`config.mk`:
```
export PLATFORM = sky130hd
export DESIGN_NAME = bouncing_box_gen
export DESIGN_NICKNAME = d
export VERILOG_FILES = /design/src/rtl/bouncing_box_gen.sv
export SDC_FILE = /design/constraint.sdc
export NUM_CORES = 1
export LEC_CHECK = 0
export CAP_MARGIN = 10
export CORE_AREA = 2 2 94 96
export DETAILED_ROUTE_END_ITERATION = 7
export DIE_AREA = 0 0 96 98
export MAX_ROUTING_LAYER = met4
export PLACE_DENSITY_LB_ADDON = 0.2
export SYNTH_ARGS = -nofsm -noshare
export SYNTH_HDL_FRONTEND = slang
export SYNTH_SLANG_ARGS = --single-unit
```
`constraint.sdc`:
```
create_clock -name i_clk -period 3.2 [get_ports i_clk]
set_input_delay 0.48 -clock i_clk [delete_from_list [all_inputs] [get_ports i_clk]]
set_output_delay 0.48 -clock i_clk [all_outputs]
set_load 0.02 [all_outputs]
```
`src/rtl/bouncing_box_gen.sv`:
```
// bouncing_box_gen: draws a square box that bounces inside the 800x600 visible
// area and re-times RGB together with the sync pulses so the pins see one
// consistent stream delayed by one pixel clock.
// Position, direction and colour change only on the frame tick, which is the
// first pixel of the first blank line, so a frame never shows a torn box.
// Optional build macro HIT_FLASH_EN: after a wall bounce the box renders white
// for seven frames before returning to its palette colour.
//
// Axis direction encoding:
//   dir     | meaning
//   DIR_INC | coordinate grows each tick (moving right / moving down)
//   DIR_DEC | coordinate shrinks each tick (moving left / moving up)

module bouncing_box_gen #(
   parameter int BOX  = 32,
   parameter int STEP = 2,
   parameter int HVIS = 800,
   parameter int VVIS = 600
) (
   input  logic        i_clk,
   input  logic        i_rst_n,
   input  logic [11:0] i_hor_cntr,
   input  logic [10:0] i_ver_cntr,
   input  logic        i_visible,
   input  logic        i_hsync,
   input  logic        i_vsync,
   input  logic [2:0]  i_bt,
   output logic [5:0]  o_rgb,
   output logic        o_hsync,
   output logic        o_vsync,
   output logic        o_hit
);

   typedef enum logic {
      DIR_INC = 1'b0,
      DIR_DEC = 1'b1
   } dir_t;

   localparam logic [11:0] XMIN  = 12'd1;
   localparam logic [11:0] XMAX  = 12'(HVIS - BOX + 1);
   localparam logic [11:0] XCTR  = 12'((HVIS - BOX) / 2 + 1);
   localparam logic [11:0] XSTEP = 12'(STEP);
   localparam logic [10:0] YMIN  = 11'd1;
   localparam logic [10:0] YMAX  = 11'(VVIS - BOX + 1);
   localparam logic [10:0] YCTR  = 11'((VVIS - BOX) / 2 + 1);
   localparam logic [10:0] YSTEP = 11'(STEP);
   localparam logic [10:0] VTICK = 11'(VVIS + 1);

   logic [2:0]  r_bt_meta;
   logic [2:0]  r_bt_sync;
   logic [2:1]  r_bt_prev;
   logic        r_pend_col;
   logic        r_pend_ctr;
   logic [11:0] r_x;
   logic [10:0] r_y;
   dir_t        r_dir_x;
   dir_t        r_dir_y;
   logic [1:0]  r_col;

   logic [2:1]  w_edge;
   logic        w_tick;
   logic        w_pend_col;
   logic        w_pend_ctr;
   logic        w_paused;
   logic [12:0] w_x_sum;
   logic [11:0] w_x_nxt;
   dir_t        w_dir_x_nxt;
   logic        w_bx;
   logic [11:0] w_y_sum;
   logic [10:0] w_y_nxt;
   dir_t        w_dir_y_nxt;
   logic        w_by;
   logic        w_bounce;
   logic        w_inside;
   logic [5:0]  w_pal;
   logic [5:0]  w_pix;
   logic        w_flash_on;

   assign w_edge     = r_bt_sync[2:1] & ~r_bt_prev;
   assign w_tick     = (i_ver_cntr == VTICK) && (i_hor_cntr == 12'd0);
   // An edge landing exactly on the tick cycle is honoured rather than dropped.
   assign w_pend_col = r_pend_col | w_edge[1];
   assign w_pend_ctr = r_pend_ctr | w_edge[2];
   assign w_paused   = r_bt_sync[0];
   assign w_x_sum    = {1'b0, r_x} + {1'b0, XSTEP};
   assign w_y_sum    = {1'b0, r_y} + {1'b0, YSTEP};
   assign w_bounce   = w_tick && !w_pend_ctr && !w_paused && (w_bx || w_by);

   // Next horizontal position and direction if this tick moves the box.
   always_comb begin
      w_x_nxt     = r_x;
      w_dir_x_nxt = r_dir_x;
      w_bx        = 1'b0;
      if (r_dir_x == DIR_INC) begin
         if (w_x_sum >= {1'b0, XMAX}) begin
            w_x_nxt     = XMAX;
            w_dir_x_nxt = DIR_DEC;
            w_bx        = 1'b1;
         end else begin
            w_x_nxt = w_x_sum[11:0];
         end
      end else begin
         if (r_x <= XMIN + XSTEP) begin
            w_x_nxt     = XMIN;
            w_dir_x_nxt = DIR_INC;
            w_bx        = 1'b1;
         end else begin
            w_x_nxt = r_x - XSTEP;
         end
      end
   end

   // Next vertical position and direction if this tick moves the box.
   always_comb begin
      w_y_nxt     = r_y;
      w_dir_y_nxt = r_dir_y;
      w_by        = 1'b0;
      if (r_dir_y == DIR_INC) begin
         if (w_y_sum >= {1'b0, YMAX}) begin
            w_y_nxt     = YMAX;
            w_dir_y_nxt = DIR_DEC;
            w_by        = 1'b1;
         end else begin
            w_y_nxt = w_y_sum[10:0];
         end
      end else begin
         if (r_y <= YMIN + YSTEP) begin
            w_y_nxt     = YMIN;
            w_dir_y_nxt = DIR_INC;
            w_by        = 1'b1;
         end else begin
            w_y_nxt = r_y - YSTEP;
         end
      end
   end

   // Button synchronizer, pending requests and once-per-frame box update.
   always_ff @(posedge i_clk or negedge i_rst_n) begin
      if (!i_rst_n) begin
         r_bt_meta  <= 3'b000;
         r_bt_sync  <= 3'b000;
         r_bt_prev  <= 2'b00;
         r_pend_col <= 1'b0;
         r_pend_ctr <= 1'b0;
         r_x        <= XCTR;
         r_y        <= YCTR;
         r_dir_x    <= DIR_INC;
         r_dir_y    <= DIR_INC;
         r_col      <= 2'd0;
         o_hit      <= 1'b0;
      end else begin
         r_bt_meta <= i_bt;
         r_bt_sync <= r_bt_meta;
         r_bt_prev <= r_bt_sync[2:1];
         o_hit     <= w_bounce;
         if (w_tick) begin
            if (w_pend_ctr) begin
               r_x <= XCTR;
               r_y <= YCTR;
            end else if (!w_paused) begin
               r_x     <= w_x_nxt;
               r_y     <= w_y_nxt;
               r_dir_x <= w_dir_x_nxt;
               r_dir_y <= w_dir_y_nxt;
            end
            if (w_pend_col) begin
               r_col <= r_col + 2'd1;
            end
            r_pend_col <= 1'b0;
            r_pend_ctr <= 1'b0;
         end else begin
            if (w_edge[1]) begin
               r_pend_col <= 1'b1;
            end
            if (w_edge[2]) begin
               r_pend_ctr <= 1'b1;
            end
         end
      end
   end

`ifdef HIT_FLASH_EN
   logic [2:0] r_flash;

   // Flash countdown: reloads on a bounce tick, drains by one per later tick.
   always_ff @(posedge i_clk or negedge i_rst_n) begin
      if (!i_rst_n) begin
         r_flash <= 3'd0;
      end else if (w_tick) begin
         if (w_bounce) begin
            r_flash <= 3'd7;
         end else if (r_flash != 3'd0) begin
            r_flash <= r_flash - 3'd1;
         end
      end
   end

   assign w_flash_on = (r_flash != 3'd0);
`else
   assign w_flash_on = 1'b0;
`endif

   // Palette lookup for the current colour index.
   always_comb begin
      w_pal = 6'b000000;
      case (r_col)
         2'd0:    w_pal = 6'b110000;
         2'd1:    w_pal = 6'b001100;
         2'd2:    w_pal = 6'b000011;
         default: w_pal = 6'b111100;
      endcase
   end

   // Widened compares keep the box extent from ever wrapping.
   assign w_inside = i_visible
                  && (i_hor_cntr >= r_x)
                  && ({1'b0, i_hor_cntr} <= {1'b0, r_x} + 13'(BOX - 1))
                  && (i_ver_cntr >= r_y)
                  && ({1'b0, i_ver_cntr} <= {1'b0, r_y} + 12'(BOX - 1));
   assign w_pix = w_flash_on ? 6'b111111 : w_pal;

   // Pixel and sync retiming so all pin signals share one clock of latency.
   always_ff @(posedge i_clk or negedge i_rst_n) begin
      if (!i_rst_n) begin
         o_rgb   <= 6'b000000;
         o_hsync <= 1'b0;
         o_vsync <= 1'b0;
      end else begin
         o_rgb   <= w_inside ? w_pix : 6'b000000;
         o_hsync <= i_hsync;
         o_vsync <= i_vsync;
      end
   end

endmodule
```
==> metrics.md <==
| Metric | Value |
|---|---|
| Pins Over Slew Limit | `0` |
| Clk sink count | `43` |
| Top post-synthesis cells by area | `dfrtp_1 (20%), ha_1 (17%), xnor2_1 (6.3%), dfstp_2 (4.8%), nand2_1 (3.5%)` |
| Synth Warn # | `0` |
| DP Cell Count | `654` |
| CP endpoint kind | `register` |
| GRT Total Usage | `28.4%` |
| Net count after synthesis | `609` |
| Die area | `9410 µm²` |
| DP HPWL | `9.94 mm` |
| Final setup viols | `0` |
| Yosys top cell area share | `20.2%` |
| Grt ovf | `0` |
| FMAX | `340 MHz` |
| Data required, critical path | `3390 ps` |
| Final worst path period share | `91.9%` |
| ANT nets after route | `0` |
| Leak Pwr | `2.03 nW` |
| Cells after Synth | `518` |
| RSZ-0062 raised after global routing | `false` |
| Worst Hold Class | `primary input to asynchronous set/reset pin` |
| Starting density of the core | `51.2%` |
| Boundary Pins | `40` |
| Gate power share | `13.2%` |
| Die width | `96 µm` |
| Port bufs | `39` |
| Flops & latches, synth | `43` |
| Initial antenna violation count | `0` |
| Final hold vios | `0` |
| Vias in the first global route | `4,176` |
| WL/cell | `19.0 µm` |
| First-pass GRT wire length | `20.4 mm` |
| Psw | `0.000282 W` |
| Post-synthesis mux area share | `0.461%` |
| Core Rows | `34` |
| Top cell type by total area after synthesis | `dfrtp_1` |
| Startpoint types | `register` |
| CTS Buf Count | `5` |
| Clk_lat worst skew | `300 ps` |
| Post-Synth Adder-Cell Area | `17.3%` |
| Layout area overhead | `13.8%` |
| Post-synthesis simple-gate area fraction | `22.9%` |
| Final Skew | `13.0 ps` |
| Worst VDD drop | `0.142 mV` |
| Antenna diode count | `0` |
| Layout cells sized above 1 | `7.94%` |
| Largest family of logic cells by synthesized area | `simple AND/OR/NAND/NOR gates` |
| Fraction of registers with async set/reset | `100%` |
| DR pass1 iterations | `5` |
| TNS Setup | `0 ps` |
| Post-place setup slack | `177 ps` |
| Slew HR | `32.4%` |
| Slew @ Worst Pin | `1010 ps` |
| XOR/XNOR Fraction of Synth Area | `6.46%` |
| Hold Buf Count CTS | `0` |
| Seq/Total Area, Yosys | `25.0%` |
| Core Util, Final | `58.3%` |
| Placeable Area | `8470 µm²` |
| Drt initial violations | `208` |
| Power, Total | `0.00105 W` |
| Post-synth EDFFs | `0` |
| Routed vias/inst | `6.41` |
| Yosys cell types | `67` |
| Critical path arrival | `3130 ps` |
| Final WL | `12.6 mm` |
| CTS tree | `yes` |
| P_int | `0.000773 W` |
| Reg clk slew, reported paths | `90 ps` |
| Clk Tree Root Cell | `clkbuf_8` |
| Critical path class | `register to register` |
| Sequential power share | `52.6%` |
| Run status | `finished clean` |
| Gpl congestion | `1.03` |
| Setup ws final | `260 ps` |
| Post-layout min period | `2940 ps` |
| Largest net degree at the start of global routing | `44` |
| Die Ht | `98 µm` |
| CTS max path bufs | `2` |
| Total number of vias | `4,241` |
| Switch share | `26.7%` |
| Power per cell area | `214 nW/µm²` |
| Fill count | `806` |
| Setup bufs post-CTS | `0` |
| Final non-filler cell total | `662` |
| Post-synthesis compound-gate area fraction | `21.9%` |
| Drt drc | `0` |
| Syn_area_per_cell | `8.37 µm²` |
| H-tree levels | `2` |
| CP max FO | `4` |
| Top_reg_cell synth | `dfrtp_1` |
| Final nets | `644` |
| Post-Syn Area | `4340 µm²` |
| Max Cap Viol | `0` |
| Clk pwr share | `34.3%` |
==> worst max-delay path, cell delays in order (launching register included) <==
cell and delay (ps):
dfstp_2 380, inv_1 110, ha_1 230, nor3b_1 260
nand2_1 150, xnor2_1 150, ha_1 300, a21o_1 180
a21o_1 170, a211o_1 290, o211ai_1 100, a31oi_1 190
nor4b_1 340
==> cell type report <==
class	count	area [µm²]	area share, %
sequential	43	1090	22.0
tap	108	135	2.74
clock buffer	5	68.8	1.39
clock inverter	3	20.0	0.405
inverter	31	116	2.36
timing repair buffer	56	513	10.4
multi-input combinational	416	3000	60.7
==> stage by stage <==
stage / cell area (µm²) / hold slack, ps
detailed placement: 4840 / 337
floorplan: 4340 / 184
global placement: 4840 / 332
finish: 4940 / 341
CTS: 4930 / 358
global route: 4940 / 364
==> synthesized netlist by cell type, types with 5 or more instances <==
| library cell | number |
|---|---|
| a211o_1 | 5 |
| a21o_1 | 8 |
| a21oi_1 | 21 |
| a31oi_1 | 10 |
| and3_1 | 11 |
| and4_1 | 5 |
| buf_2 | 8 |
| buf_4 | 5 |
| clkbuf_1 | 13 |
| dfrtp_1 | 35 |
| dfstp_2 | 8 |
| ha_1 | 60 |
| inv_1 | 29 |
| nand2_1 | 41 |
| nand3_1 | 17 |
| nand4_1 | 13 |
| nor2_1 | 38 |
| nor2b_1 | 9 |
| nor3_1 | 22 |
| nor4_1 | 8 |
| o21a_1 | 9 |
| o21ai_0 | 22 |
| o22ai_1 | 5 |
| o31ai_1 | 9 |
| xnor2_1 | 31 |
==> metal layers <==
metal / wire, µm / global-route usage, %
met3: 724 / 3.47
met5: 0 / -
met2: 6260 / 47.5
met1: 5230 / 34.3
met4: 371 / 11.0
==> worst paths after layout <==
path	startpoint	to	slack [ps]	cells past startpoint
min reg2reg	r_bt_meta[2]	r_bt_sync[2]	360	0
max reg2reg	r_y[2]	o_rgb[1]	260	12
min	i_rst_n	o_rgb[4]	340	1
max in group asynchronous	i_rst_n	o_hit	2220	1
min in group i_clk	r_bt_meta[2]	r_bt_sync[2]	360	0
max	r_y[2]	o_rgb[1]	260	12
==> power groups by stage <==
stage	clock network [W]	registers, W	logic (W)
floorplan	0	0.000565	0.0000585
CTS	0.000364	0.000554	0.000139
finish	0.000362	0.000554	0.000139
detailed placement	0	0.000565	0.000138
global route	0.000394	0.000555	0.000156
global placement	0	0.000565	0.000134
==> repair_timing <==
item                                    CTS  global route
gates resized for setup                   0             2
endpoints found under the setup margin    0             3
hold endpoints to repair                  0             0
==> placed cells by master (no fill, tap or decap), types with 3 or more instances in the layout <==
cell	count
dfstp_2	8
o21ai_0	21
nor4b_1	4
clkdlybuf4s50_1	38
nor4_1	8
xnor2_1	31
ha_1	60
or4_1	3
nand4b_1	3
inv_1	29
clkbuf_8	5
dfrtp_1	35
and4_1	5
and2_1	3
o21a_1	9
a21oi_1	21
a31oi_1	10
and3_1	11
o211ai_1	3
nand3_1	17
o221ai_1	3
nor2_1	38
a21boi_0	3
o41ai_1	4
o31ai_1	9
nor3_1	22
o22ai_1	5
nand2_1	41
buf_4	17
nor2b_1	9
o2111ai_1	3
a21o_1	8
nand4_1	13
a211o_1	5
==> sequential cells by signal, summed over array words and instances, names as in the netlist <==
register / cells
o_hit: 1
o_hsync: 1
o_rgb: 3
o_vsync: 1
r_bt_meta: 3
r_bt_prev: 2
r_bt_sync: 3
r_col: 2
r_dir_x: 1
r_dir_y: 1
r_pend_col: 1
r_pend_ctr: 1
r_x: 12
r_y: 11
==> kinds of logic (layout without fill, tap and decap cells) <==
family	Yosys count	in the layout
buffers and inverters	59	95
muxes	2	2
and+or+nand+nor	189	189
DFF	43	43
adders and majority gates	60	60
AOI/OAI and AO/OA	133	133
xor gates and xnor gates	32	32
Note: power is estimated with default switching activity, not from simulation.
